**config.mk**
```make
export PLATFORM = sky130hd
export DESIGN_NAME = branch_commit
export DESIGN_NICKNAME = d
export VERILOG_FILES = /design/src/rtl/branch_commit.sv
export SDC_FILE = /design/constraint.sdc
export NUM_CORES = 1
export LEC_CHECK = 0
export BUFFER_PORTS_ARGS = -buffer_cell sky130_fd_sc_hd__buf_2
export CAP_MARGIN = 20
export CORE_MARGIN = 1
export CORE_UTILIZATION = 37
export CTS_CLUSTER_DIAMETER = 80
export DETAILED_ROUTE_END_ITERATION = 8
export GPL_TIMING_DRIVEN = 0
export PLACE_DENSITY = 0.64
export SLEW_MARGIN = 20
export SYNTH_ARGS = -nofsm -noshare
export SYNTH_HDL_FRONTEND = slang
export SYNTH_SLANG_ARGS = --single-unit
```
**constraint.sdc**
```tcl
create_clock -name clk -period 3.3 [get_ports clk]
set_input_delay 0.165 -clock clk [delete_from_list [all_inputs] [get_ports clk]]
set_output_delay 0.165 -clock clk [all_outputs]
set_load 0.01 [all_outputs]
```
**src/rtl/branch_commit.sv**
```systemverilog
//==============================================================================
// Module      : branch_commit
// Description : Circular FIFO of in-flight predicted branches. Entries are
//               allocated at dispatch, resolved out of order by execution and
//               retired in order; each retirement emits a one-cycle BHT
//               update pulse telling whether the prediction was right.
// Revision    : 1.0 - initial release
//==============================================================================
`default_nettype none

module branch_commit #(
    parameter int DEPTH = 16,
    parameter int TAG_W = 4,
    parameter int BHT_W = 8
) (
    input  logic             clk,
    input  logic             rst,
    input  logic             rdy,
    input  logic             Clear_flag,
    input  logic             alloc_valid,
    input  logic [BHT_W-1:0] alloc_bht_id,
    input  logic             alloc_pred,
    output logic             alloc_ready,
    output logic [TAG_W-1:0] alloc_tag,
    input  logic             res_valid,
    input  logic [TAG_W-1:0] res_tag,
    input  logic             res_taken,
    input  logic             commit_valid,
    output logic             commit_ready,
    output logic             ROB_to_BHT_needchange,
    output logic             ROB_to_BHT_needchange2,
    output logic [BHT_W-1:0] bht_id2,
    output logic             mispredict,
    output logic [TAG_W:0]   count
);

    // Entry lifecycle encoding
    localparam logic [1:0] ST_FREE     = 2'd0;
    localparam logic [1:0] ST_PENDING  = 2'd1;
    localparam logic [1:0] ST_RESOLVED = 2'd2;

    localparam logic [TAG_W:0] FULL_CNT = DEPTH[TAG_W:0];

    logic [BHT_W-1:0] ent_id    [DEPTH];
    logic             ent_pred  [DEPTH];
    logic             ent_taken [DEPTH];
    logic [1:0]       ent_state [DEPTH];

    logic [TAG_W-1:0] head;
    logic [TAG_W-1:0] tail;

    logic             active;
    logic             do_alloc;
    logic             do_res;
    logic             do_commit;

    // Handshake decode; everything is computed from registered state only, so
    // a branch resolved this cycle cannot retire until the next one.
    always_comb begin
        active       = rdy && !Clear_flag;
        alloc_ready  = (count < FULL_CNT);
        alloc_tag    = tail;
        commit_ready = (count != '0) && (ent_state[head] == ST_RESOLVED);
        do_alloc     = active && alloc_valid && alloc_ready;
        do_res       = active && res_valid && (ent_state[res_tag] == ST_PENDING);
        do_commit    = active && commit_valid && commit_ready;
    end

    // Entry storage: write on alloc, mark on resolve, free on commit, wipe on flush.
    // The three targets never coincide: the tail is FREE, the resolve target is
    // PENDING and the committed head is RESOLVED.
    always_ff @(posedge clk or negedge rst) begin
        if (!rst) begin
            for (int i = 0; i < DEPTH; i++) begin
                ent_id[i]    <= '0;
                ent_pred[i]  <= 1'b0;
                ent_taken[i] <= 1'b0;
                ent_state[i] <= ST_FREE;
            end
        end else if (rdy) begin
            if (Clear_flag) begin
                for (int i = 0; i < DEPTH; i++) begin
                    ent_state[i] <= ST_FREE;
                end
            end else begin
                if (do_alloc) begin
                    ent_id[tail]    <= alloc_bht_id;
                    ent_pred[tail]  <= alloc_pred;
                    ent_taken[tail] <= 1'b0;
                    ent_state[tail] <= ST_PENDING;
                end
                if (do_res) begin
                    ent_taken[res_tag] <= res_taken;
                    ent_state[res_tag] <= ST_RESOLVED;
                end
                if (do_commit) begin
                    ent_state[head] <= ST_FREE;
                end
            end
        end
    end

    // Pointers and occupancy; the count is net-updated when alloc and commit coincide.
    always_ff @(posedge clk or negedge rst) begin
        if (!rst) begin
            head  <= '0;
            tail  <= '0;
            count <= '0;
        end else if (rdy) begin
            if (Clear_flag) begin
                head  <= '0;
                tail  <= '0;
                count <= '0;
            end else begin
                if (do_alloc) begin
                    tail <= tail + 1'b1;
                end
                if (do_commit) begin
                    head <= head + 1'b1;
                end
                case ({do_alloc, do_commit})
                    2'b10:   count <= count + 1'b1;
                    2'b01:   count <= count - 1'b1;
                    default: count <= count;
                endcase
            end
        end
    end

    // One-cycle BHT update pulses following each commit; the index holds otherwise.
    // do_commit already excludes stall and flush, so those cycles drop the pulses.
    always_ff @(posedge clk or negedge rst) begin
        if (!rst) begin
            ROB_to_BHT_needchange  <= 1'b0;
            ROB_to_BHT_needchange2 <= 1'b0;
            bht_id2                <= '0;
        end else begin
            ROB_to_BHT_needchange  <= do_commit && (ent_pred[head] != ent_taken[head]);
            ROB_to_BHT_needchange2 <= do_commit && (ent_pred[head] == ent_taken[head]);
            if (do_commit) begin
                bht_id2 <= ent_id[head];
            end
        end
    end

    assign mispredict = ROB_to_BHT_needchange;

endmodule

`default_nettype wire

```
* Yosys cells after proc, flatten, opt, wreduce, memory -nomap -nowiden
Cells that the tools add are included.
** Cells by class
- Add/subtract/negate cells :: 4
- $lt $le $gt $ge :: 7
- Equal/unequal tests :: 6
- Multiplexer cells :: 48
- Bitwise logic cells :: 14
- Reductions and logical operators :: 23
** Operators with widths (number)
- $mux 32 :: 8
- $bwmux 128 :: 1
- $mux 16 :: 4
- $and 16x16->16 :: 3
- $not 16->16 :: 3
- $and 32x32->32 :: 1
- $bmux 8 s4 :: 1
- $bwmux 16 :: 2
- $demux 8 s4 :: 1
- $not 32->32 :: 1
- $or 16x16->16 :: 2
- $demux 2 s4 :: 3
- $mux 8 :: 3
- $bmux 2 s4 :: 2
- $mux 4 :: 4
- $ge 5x5->1 const B :: 3
- $lt 5x1->1 const B :: 3
- $not 4->5 :: 3
- $mux 2 :: 7
- $logic_and 1x1->1 :: 13
- $pmux 5 s2 :: 1
- $add 4x1->4 const B :: 2
- $bmux 1 s4 :: 2
- $demux 1 s4 :: 2
- other kinds (16) :: 27
** Storage, ports and cells
- Flip-flop bits (word level) :: 215
- Output and inout bits :: 22
- Logic and storage cells :: 172

* Logic depth before layout (Yosys ltp)
Gate-level depths: netlist (run 1).
- Word-level depth :: 17
- Depth in mapped cells :: 14

* Worst setup path before layout (run 1)
Ideal clock, no wire load.
- Kind :: reg2reg
- From :: reg head[0]
- To :: reg count[4]
- Setup time :: 0.084 ns
- Arrival :: 2.935 ns
- Data required time :: 3.216 ns
- Slack :: 0.281 ns
- Stages on the path, launching flop included :: 14
- Buffers on the path :: 1
- Period minus slack after synthesis :: 3.019 ns
- Path through :: dfrtp_1 buf_6 mux4_2 a22oi_1 nand4_2 nor4b_2 xnor2_1 ha_1 nor2_1 a21boi_0 or3_1 mux2i_1 a21oi_1 o22ai_1
** Between the ends
- Word-level cells in the longest chain between the ends :: 10
- Elaborated cells on any way between the ends :: 13
** RTL lines
- from (decl) :: line 49 : logic [TAG_W-1:0] head;
- from (signal assigned) :: line 119 : head <= head + 1'b1;
- $not 4->5 (not written as such) (*) :: line 63 : commit_ready = (count != '0) && (ent_state[head] == ST_RESOLVED);
- $bmux 2 s4 (*) :: line 63
- $mux 2 (not written as such) (*) (2 in a row) :: line 63
- $eq 2x2->1 (*) :: line 63
- $logic_and 1x1->1 (*) :: line 63
- $logic_and 1x1->1 (*) :: line 66 : do_commit = active && commit_valid && commit_ready;
- $eq 2x1->1 / $eq 2x2->1 (equally long branches) :: line 121 : case ({do_alloc, do_commit})
- $pmux 5 s2 / $reduce_bool 3->1 (equally long branches)
- $mux 5 / $reduce_and 2->1 (equally long branches)
- to (signal assigned) :: line 122 : 2'b10: count <= count + 1'b1;
- to (signal assigned) :: line 123 : 2'b01: count <= count - 1'b1;
- to (signal assigned) :: line 124 : default: count <= count;
- to (decl) :: line 34 : output logic [TAG_W:0] count
Every way passes the cells marked *; elsewhere a longest branch is shown, timed or not. The select of a mux whose other input is x is not followed.
A chain may end at the register's enable or synchronous reset.

* Final worst setup path (run 1)
- From :: reg head[1]
- To :: reg count[4]
The elaborated chain is that of the path after synthesis.

==> run summary, run 1 <==
Multi-input gate area: 0.00496 mm^2
Hold Crit Class: in2reg
skew final: 0.0112 ns
dpl cells: 1256
H-tree depth: 1
Arr. time, crit path: 3.74 ns
vias: 7361
Leakage: 5.71 nW
CP max stage cell: a222oi_1
unrepaired setup endpoints after global routing: true
core area: 0.0281 mm^2
Reg area: 0.00538 mm^2
final hold viol count: 0
M1 GR Usage: 27.5%
remaining global-route overflow: 0
crit path cell chain: buf_6, mux2_4, a222oi_1, nand4_2, nor4b_4, buf_4, ha_4, a21boi_2, or3_1, mux2i_1, a21oi_1, o22ai_1
WL final: 28.5 mm
largest net degree at the start of global routing: 94
Reg2Reg Launch Point: head[1]$_DFFE_PN0P_
CTS tree: built
crit share post-route: 100%
Yosys warnings: 0
Clk pin slew, worst setup/hold paths: 0.06 ns
Routed Antenna Nets: 0
Worst setup EP type: register
fmax: 303 MHz
Rel. slew slack: 32.2%
port bufs: 41
crit-path max FO: 6
max incr delay on CP: 0.51 ns
synthesized flop and latch total: 215
vias in the first global route: 7496
post-DR wirelength/cell: 21.5 um
Initial Util: 38.0%
Layout Cells excl Fill: 1324
Chip Width: 172 um
Die Y-Extent: 172 um
kind of critical path: reg2reg
Worst-Margin Slew: 1.01 ns
Pwr Density: 532 mW/mm^2
Filler Cell Count: 2611
Synth Flop Type: dfrtp_1
Clock Tree Buf Depth: 3
busiest layer in global routing: met2
DIE AREA: 0.0295 mm^2
layout cells sized above 1: 35.4%
Post-synth ARST share: 100%
Critical Path Source Type: register
maximum VDD drop: 445 uV
sequential share of the synthesized area: 50.4%
antenna violations before repair: 0
clock sink count: 215
HPWL after DPL: 19.4 mm
clk root buf: clkbuf_16
final setup fails: 1
first-pass iteration count of the detailed router: 7
max-slew violation count: 0
row cnt: 61
Area growth syn-to-layout: 17.0%
DRC: 0
ANT cells: 0
post-synthesis cell type count: 71
Mapped Cells: 835
gpl congestion: 0.944
met2 Usage GRT: 33.1%
initial DRC count: 500
met3 Track Usage GR: 3.11%
Worst Path Required: 3.74 ns
Max-Cap Viols: 0
Period minus WS final: 3.30 ns
kind of cell adding the most delay to the critical path: simple AND/OR/NAND/NOR gates
global-route wire length before repair: 44.3 mm
Synth Area per Inst: 12.8 um^2
fin nets: 959
Vias/cell: 5.56
Hold Startpoint: rdy
worst setup path startpoint: head[1]$_DFFE_PN0P_
EDFF count, synth: 0
Total Routing Usage GR: 20.1%
Synthesized Nets: 866
outcome: finished, violations left
worst path bufs/invs: 2
failing checks: setup timing
PnR worst setup slack: -0.00466 ns
cell area after synthesis: 0.0107 mm^2
TritonCTS buffer count: 24
io pins: 43
Placement Setup Slack: -0.375 ns
Skew-Pair Late Insertion Delay: 0.53 ns
==> worst min-delay path: stages <==
cell and delay (ns):
buf_2 0.16, nor2b_1 0.12, a311o_1 0.11
==> registers in the layout (all words and copies together), names as in the netlist <==
signal                  count
head                        4
ROB_to_BHT_needchange2      1
ent_taken                  16
alloc_tag                   4
ROB_to_BHT_needchange       1
ent_id                    128
count                       5
ent_state                  32
bht_id2                     8
ent_pred                   16
==> synth_stat cells (all sizes together), types with 2 or more instances <==
cell type	count	area [um^2]
clkbuf	41	154
nand2b	6	37.5
nand2	77	289
o221ai	2	17.5
a221oi	2	17.5
nor3	5	30.0
a31oi	11	68.8
a211oi	2	15.0
mux2	148	1670
xor2	2	17.5
o32ai	5	51.3
o211ai	3	22.5
nand3b	3	22.5
a311o	4	40.0
nor2	14	62.6
a31o	2	17.5
inv	34	128
mux2i	3	30.0
nor3b	3	33.8
buf	18	111
a21oi	21	105
a21boi	2	15.0
a21bo	3	30.0
ha	10	125
o32a	3	30.0
a21o	2	15.0
mux4	56	1260
and2	10	62.6
nor2b	17	106
o22ai	5	31.3
o21ai	38	190
and3	6	37.5
dfrtp	215	5380
nor4	6	43.8
a22oi	5	37.5
nand3	24	120
nand4	2	18.8
a22o	4	35.0
==> report_power, final <==
group,switching (W),leakage [nW],internal (W)
combinational,0.000508,2.36,0.000490
clock,0.00110,0.398,0.00153
sequential,0.000133,2.95,0.00288
total,0.00175,5.71,0.00489
==> cell usage in the layout, fill, tap and decap left out, drive strengths merged, types with 5 or more instances in the layout <==
| master | n |
|---|---|
| nand3 | 24 |
| dfrtp | 215 |
| o22ai | 5 |
| a21oi | 21 |
| nand2 | 77 |
| mux2 | 148 |
| nor4 | 6 |
| mux4 | 56 |
| o32ai | 5 |
| nor3 | 5 |
| nor2b | 17 |
| nor2 | 14 |
| nand2b | 6 |
| a31oi | 11 |
| a22oi | 5 |
| buf | 74 |
| and3 | 6 |
| and2 | 10 |
| clkbuf | 72 |
| o21ai | 38 |
| inv | 34 |
| dlygate4sd3 | 11 |
| clkinv | 12 |
| ha | 10 |
==> final cells by class <==
cell class,count,area share (%)
plain buffers,59,2.23
clock buffers,31,5.42
clock inverters,13,0.812
inverters,34,1.02
multi-input cells,527,39.7
flip-flops and latches,215,43.1
well taps,378,3.79
repair buffers,67,3.93
==> kinds of logic (layout without fill, tap and decap cells) <==
group           after synthesis  after routing  share of synthesized area, %
flops                       215            215                          50.4
xor+xnor                      3              3                         0.246
simple gates                180            180                          8.68
compound gates              127            127                          8.04
mux                         207            207                          27.8
fa+ha+maj                    10             10                          1.17
buf+inv                      93            204                          3.68
==> final timing paths <==
| check | end | slack, ns | cells past startpoint |
|---|---|---|---|
| setup / recovery | count[4]$_DFFE_PN0P_ | -0.005 | 12 |
| hold / removal | ent_state[19]$_DFFE_PN0P_ | 0.07 | 3 |
| setup reg to reg | count[4]$_DFFE_PN0P_ | -0.005 | 12 |
| hold reg to reg | bht_id2[2]$_DFFE_PN0N_ | 0.48 | 2 |
| max in group asynchronous | ent_id[77]$_DFFE_PN0P_ | 1.93 | 4 |
| min in group asynchronous | alloc_tag[3]$_DFFE_PN0P_ | 0.19 | 2 |
==> per-stage QoR <==
| stage | setup TNS [ns] | area (um^2) | total power [W] | util, % | hold WS [ns] |
|---|---|---|---|---|---|
| 2_1_floorplan | 0 | 10700 | 0.00364 | - | -0.131 |
| 3_3_place_gp | -376.32 | 11300 | 0.00397 | 40.4 | 0.459 |
| 3_5_place_dp | -0.859 | 11400 | 0.00400 | 40.7 | 0.144 |
| 4_1_cts | 0 | 12400 | 0.00668 | 44.1 | 0.0515 |
| 5_1_grt | -0.0478 | 12500 | 0.00692 | 44.5 | 0.0979 |
| 6_report | -0.00466 | 12500 | 0.00664 | 44.5 | 0.0718 |
==> layer usage <==
metal  part of all wire (%)  up-vias
li1                       -     3260
met5                      0        -
met4                    2.0        0
met1                     44     3843
met3                    5.5       47
met2                     48      211
==> what timing repair did <==
item                                    CTS  global route
cloned                                    0             0
resized for setup                         5            10
hold buffers                             11             0
buffers inserted                          6             7
endpoints found under the hold margin   117             0
pin swaps                                 3             4
endpoints found under the setup margin    9            17
Power figures use the tool's default switching activity.
==> run 2, diff against run 1 <==
--- a/config.mk
+++ b/config.mk
@@ -8,11 +8,13 @@
 export BUFFER_PORTS_ARGS = -buffer_cell sky130_fd_sc_hd__buf_2
 export CAP_MARGIN = 20
 export CORE_MARGIN = 1
-export CORE_UTILIZATION = 37
+export CORE_UTILIZATION = 30
+export CTS_BUF_LIST = sky130_fd_sc_hd__clkbuf_2 sky130_fd_sc_hd__clkbuf_4 sky130_fd_sc_hd__clkbuf_8
 export CTS_CLUSTER_DIAMETER = 80
 export DETAILED_ROUTE_END_ITERATION = 8
 export GPL_TIMING_DRIVEN = 0
-export PLACE_DENSITY = 0.64
+export PLACE_DENSITY = 0.57
+export REMOVE_ABC_BUFFERS = 1
 export SLEW_MARGIN = 20
 export SYNTH_ARGS = -nofsm -noshare
 export SYNTH_HDL_FRONTEND = slang
==> run 2 against run 1 <==
  * The flow still finishes with violations (setup timing)
  * Combinational power fell by 4.0%
  * Critical path depth stayed put
  * Total power decreased by 0.53%
  * Flip-flop and latch count did not move
  * Critical path type unchanged
==> run summary, run 2 (synthesized netlist as in run 1, its figures left out) <==
outcome: finished, violations left
failing checks: setup timing
Hold Crit Class: in2reg
PnR worst setup slack: -0.0318 ns (-0.0272 ns)
Max-Cap Viols: 0 (unchanged)
Critical Path Source Type: register
CP max stage cell: dfrtp_4
gpl congestion: 0.819 (-13%)
Vias/cell: 5.26 (-5.5%)
Biggest register: ent_id
commonest non-fill, non-tap cell in the layout: dfrtp_1
DRC: 0 (unchanged)
row cnt: 68 (+11%)
most frequent cells in the layout: dfrtp_1 (211), mux2_2 (147), nand2_1 (77)
Largest regs: ent_id: 128 flops, ent_state: 32 flops
ANT cells: 0 (unchanged)
share of power burned in combinational logic: 14.5% (-0.5 points)
Period minus WS final: 3.33 ns (+0.0272 ns)
TritonCTS buffer count: 38 (+58%)
worst path bufs/invs: 2 (unchanged)
post-DR wirelength/cell: 20.7 um (-3.7%)
initial DRC count: 635 (+27%)
Die Y-Extent: 191 um (+11%)
global-route wire length before repair: 44.2 mm (-0.34%)
largest net degree at the start of global routing: 95 (+1.1%)
Initial Util: 30.7% (-7.3 points)
Arr. time, crit path: 3.79 ns (+0.05 ns)
max reg flops: 128 (unchanged)
first-pass iteration count of the detailed router: 5 (-2)
Pwr Density: 526 mW/mm^2 (-1.1%)
Skew-Pair Late Insertion Delay: 0.55 ns (+0.02 ns)
switching portion of total power: 25.9% (-0.38 points)
Leakage: 5.72 nW (+0.21%)
sequential power share: 45.6% (+0.3 points)
clock sink count: 215 (unchanged)
Chip Width: 191 um (+11%)
Area growth syn-to-layout: 17.7%
Int Power: 0.00489 W (about the same)
HPWL after DPL: 16.8 mm (-14%)
crit path cell chain: buf_16, mux2_4, a222oi_1, nand4_2, nor4b_4, buf_4, ha_4, a21boi_2, or3_1, mux2i_1, a21oi_1, o22ai_1
sw power: 0.00171 W (-2.0%)
vias: 7233 (-1.7%)
remaining global-route overflow: 0 (unchanged)
fin nets: 925 (-3.5%)
maximum VDD drop: 281 uV (-37%)
final setup fails: 1 (unchanged)
antenna violations before repair: 1 (+1)
max-slew violation count: 0 (unchanged)
Worst-Margin Slew: 1.11 ns (+0.0982 ns)
Worst setup EP type: register
final hold viol count: 0 (unchanged)
max incr delay on CP: 0.50 ns (about the same)
CTS tree: built
H-tree depth: 2 (+1)
Routed Antenna Nets: 0 (unchanged)
unrepaired setup endpoints after global routing: true
clk root buf: clkbuf_8
skew final: 0.0484 ns (+0.0372 ns)
Clk pin slew, worst setup/hold paths: 0.07 ns (about the same)
DIE AREA: 0.0363 mm^2 (+23%)
Sum Neg Setup Slack: -0.0318 ns (-0.0272 ns)
core area: 0.0348 mm^2 (+24%)
layout cells sized above 1: 40.7% (+5.3 points)
Rel. slew slack: 26.1% (-6.1 points)
vias in the first global route: 7359 (-1.8%)
kind of critical path: reg2reg
Clock Tree Buf Depth: 3 (unchanged)
Worst Path Required: 3.76 ns (+0.02 ns)
WL final: 28.5 mm (about the same)
fmax: 300 MHz (-0.82%)
io pins: 43 (unchanged)
crit-path max FO: 4 (-2)
port bufs: 42 (+2.4%)
total power draw: 0.00661 W (-0.53%)
crit share post-route: 101% (+0.82 points)
Clk pwr share: 39.9% (+0.3 points)
kind of cell adding the most delay to the critical path: compound AO/OA/AOI/OAI gates
Total Routing Usage GR: 16.0% (-4.0 points)
## run 2: repair_timing
item,CTS,global route
gates cloned,2,1
pin swaps,6,6
hold endpoints to repair,70,0
gates resized for setup,7,10
hold buffers,2,0
setup buffers,11,15
endpoints found under the setup margin,107,91
## run 2: final cells by class
class | count | area, um^2
Inverter | 34 | 128
Sequential cell | 215 | 5390
Timing Repair Buffer | 78 | 679
Multi-Input combinational cell | 527 | 4980
Clock buffer | 60 | 744
Fill cell | 3392 | 22200
Tap cell | 455 | 569
Clock inverter | 7 | 67.6
## run 2: path summary, 6_finish.rpt
check	start	to	depth (start not counted)	slack, ns
min in group asynchronous	rst	alloc_tag[0]$_DFFE_PN0P_	2	0.16
min	Clear_flag	alloc_tag[0]$_DFFE_PN0P_	2	0.03
max in group asynchronous	rst	ent_id[22]$_DFFE_PN0P_	4	1.93
max	head[1]$_DFFE_PN0P_	count[4]$_DFFE_PN0P_	12	-0.03
max reg2reg	head[1]$_DFFE_PN0P_	count[4]$_DFFE_PN0P_	12	-0.03
min reg2reg	bht_id2[2]$_DFFE_PN0N_	bht_id2[2]$_DFFE_PN0N_	2	0.47
## run 2: stage by stage
stage	utilization [%]	setup WS, ns	area, um^2	std cells	hold WS, ns
floorplan	-	-1.40	10400	776	-0.131
global placement	32.1	-3.05	11200	1273	0.460
detailed placement	32.6	-0.800	11300	1278	0.164
CTS	35.5	-0.0854	12400	1360	0.0101
global route	36.1	-0.115	12600	1376	0.0425
finish	36.1	-0.0318	12600	1376	0.0272
## run 2: worst reg2reg max path, cell delays in order (launching register included)
cell	delay, ns
dfrtp_4	0.50
buf_16	0.15
mux2_4	0.30
a222oi_1	0.51
nand4_2	0.22
nor4b_4	0.34
buf_4	0.19
ha_4	0.20
a21boi_2	0.15
or3_1	0.30
mux2i_1	0.16
a21oi_1	0.10
o22ai_1	0.12
## run 2: per-layer routing
metal  share of wire, %  up-vias  routed length [um]  GRT usage (%)
met5                  0        -                   0              0
met4                2.7        0                 767           5.45
met3                6.6       53                1870           3.04
met2                 45      253               12700           23.8
met1                 46     3729               13200           23.2
li1                   -     3198                   -              -
## run 2: power by group through the flow
stage                     Sequential, W  Combinational (W)  Clock [W]
after global routing            0.00305            0.00105    0.00282
after global placement          0.00308           0.000823          0
after CTS                       0.00301           0.000939    0.00270
final                           0.00301           0.000959    0.00264
after floorplan                 0.00307           0.000533          0
after detailed placement        0.00306           0.000880          0
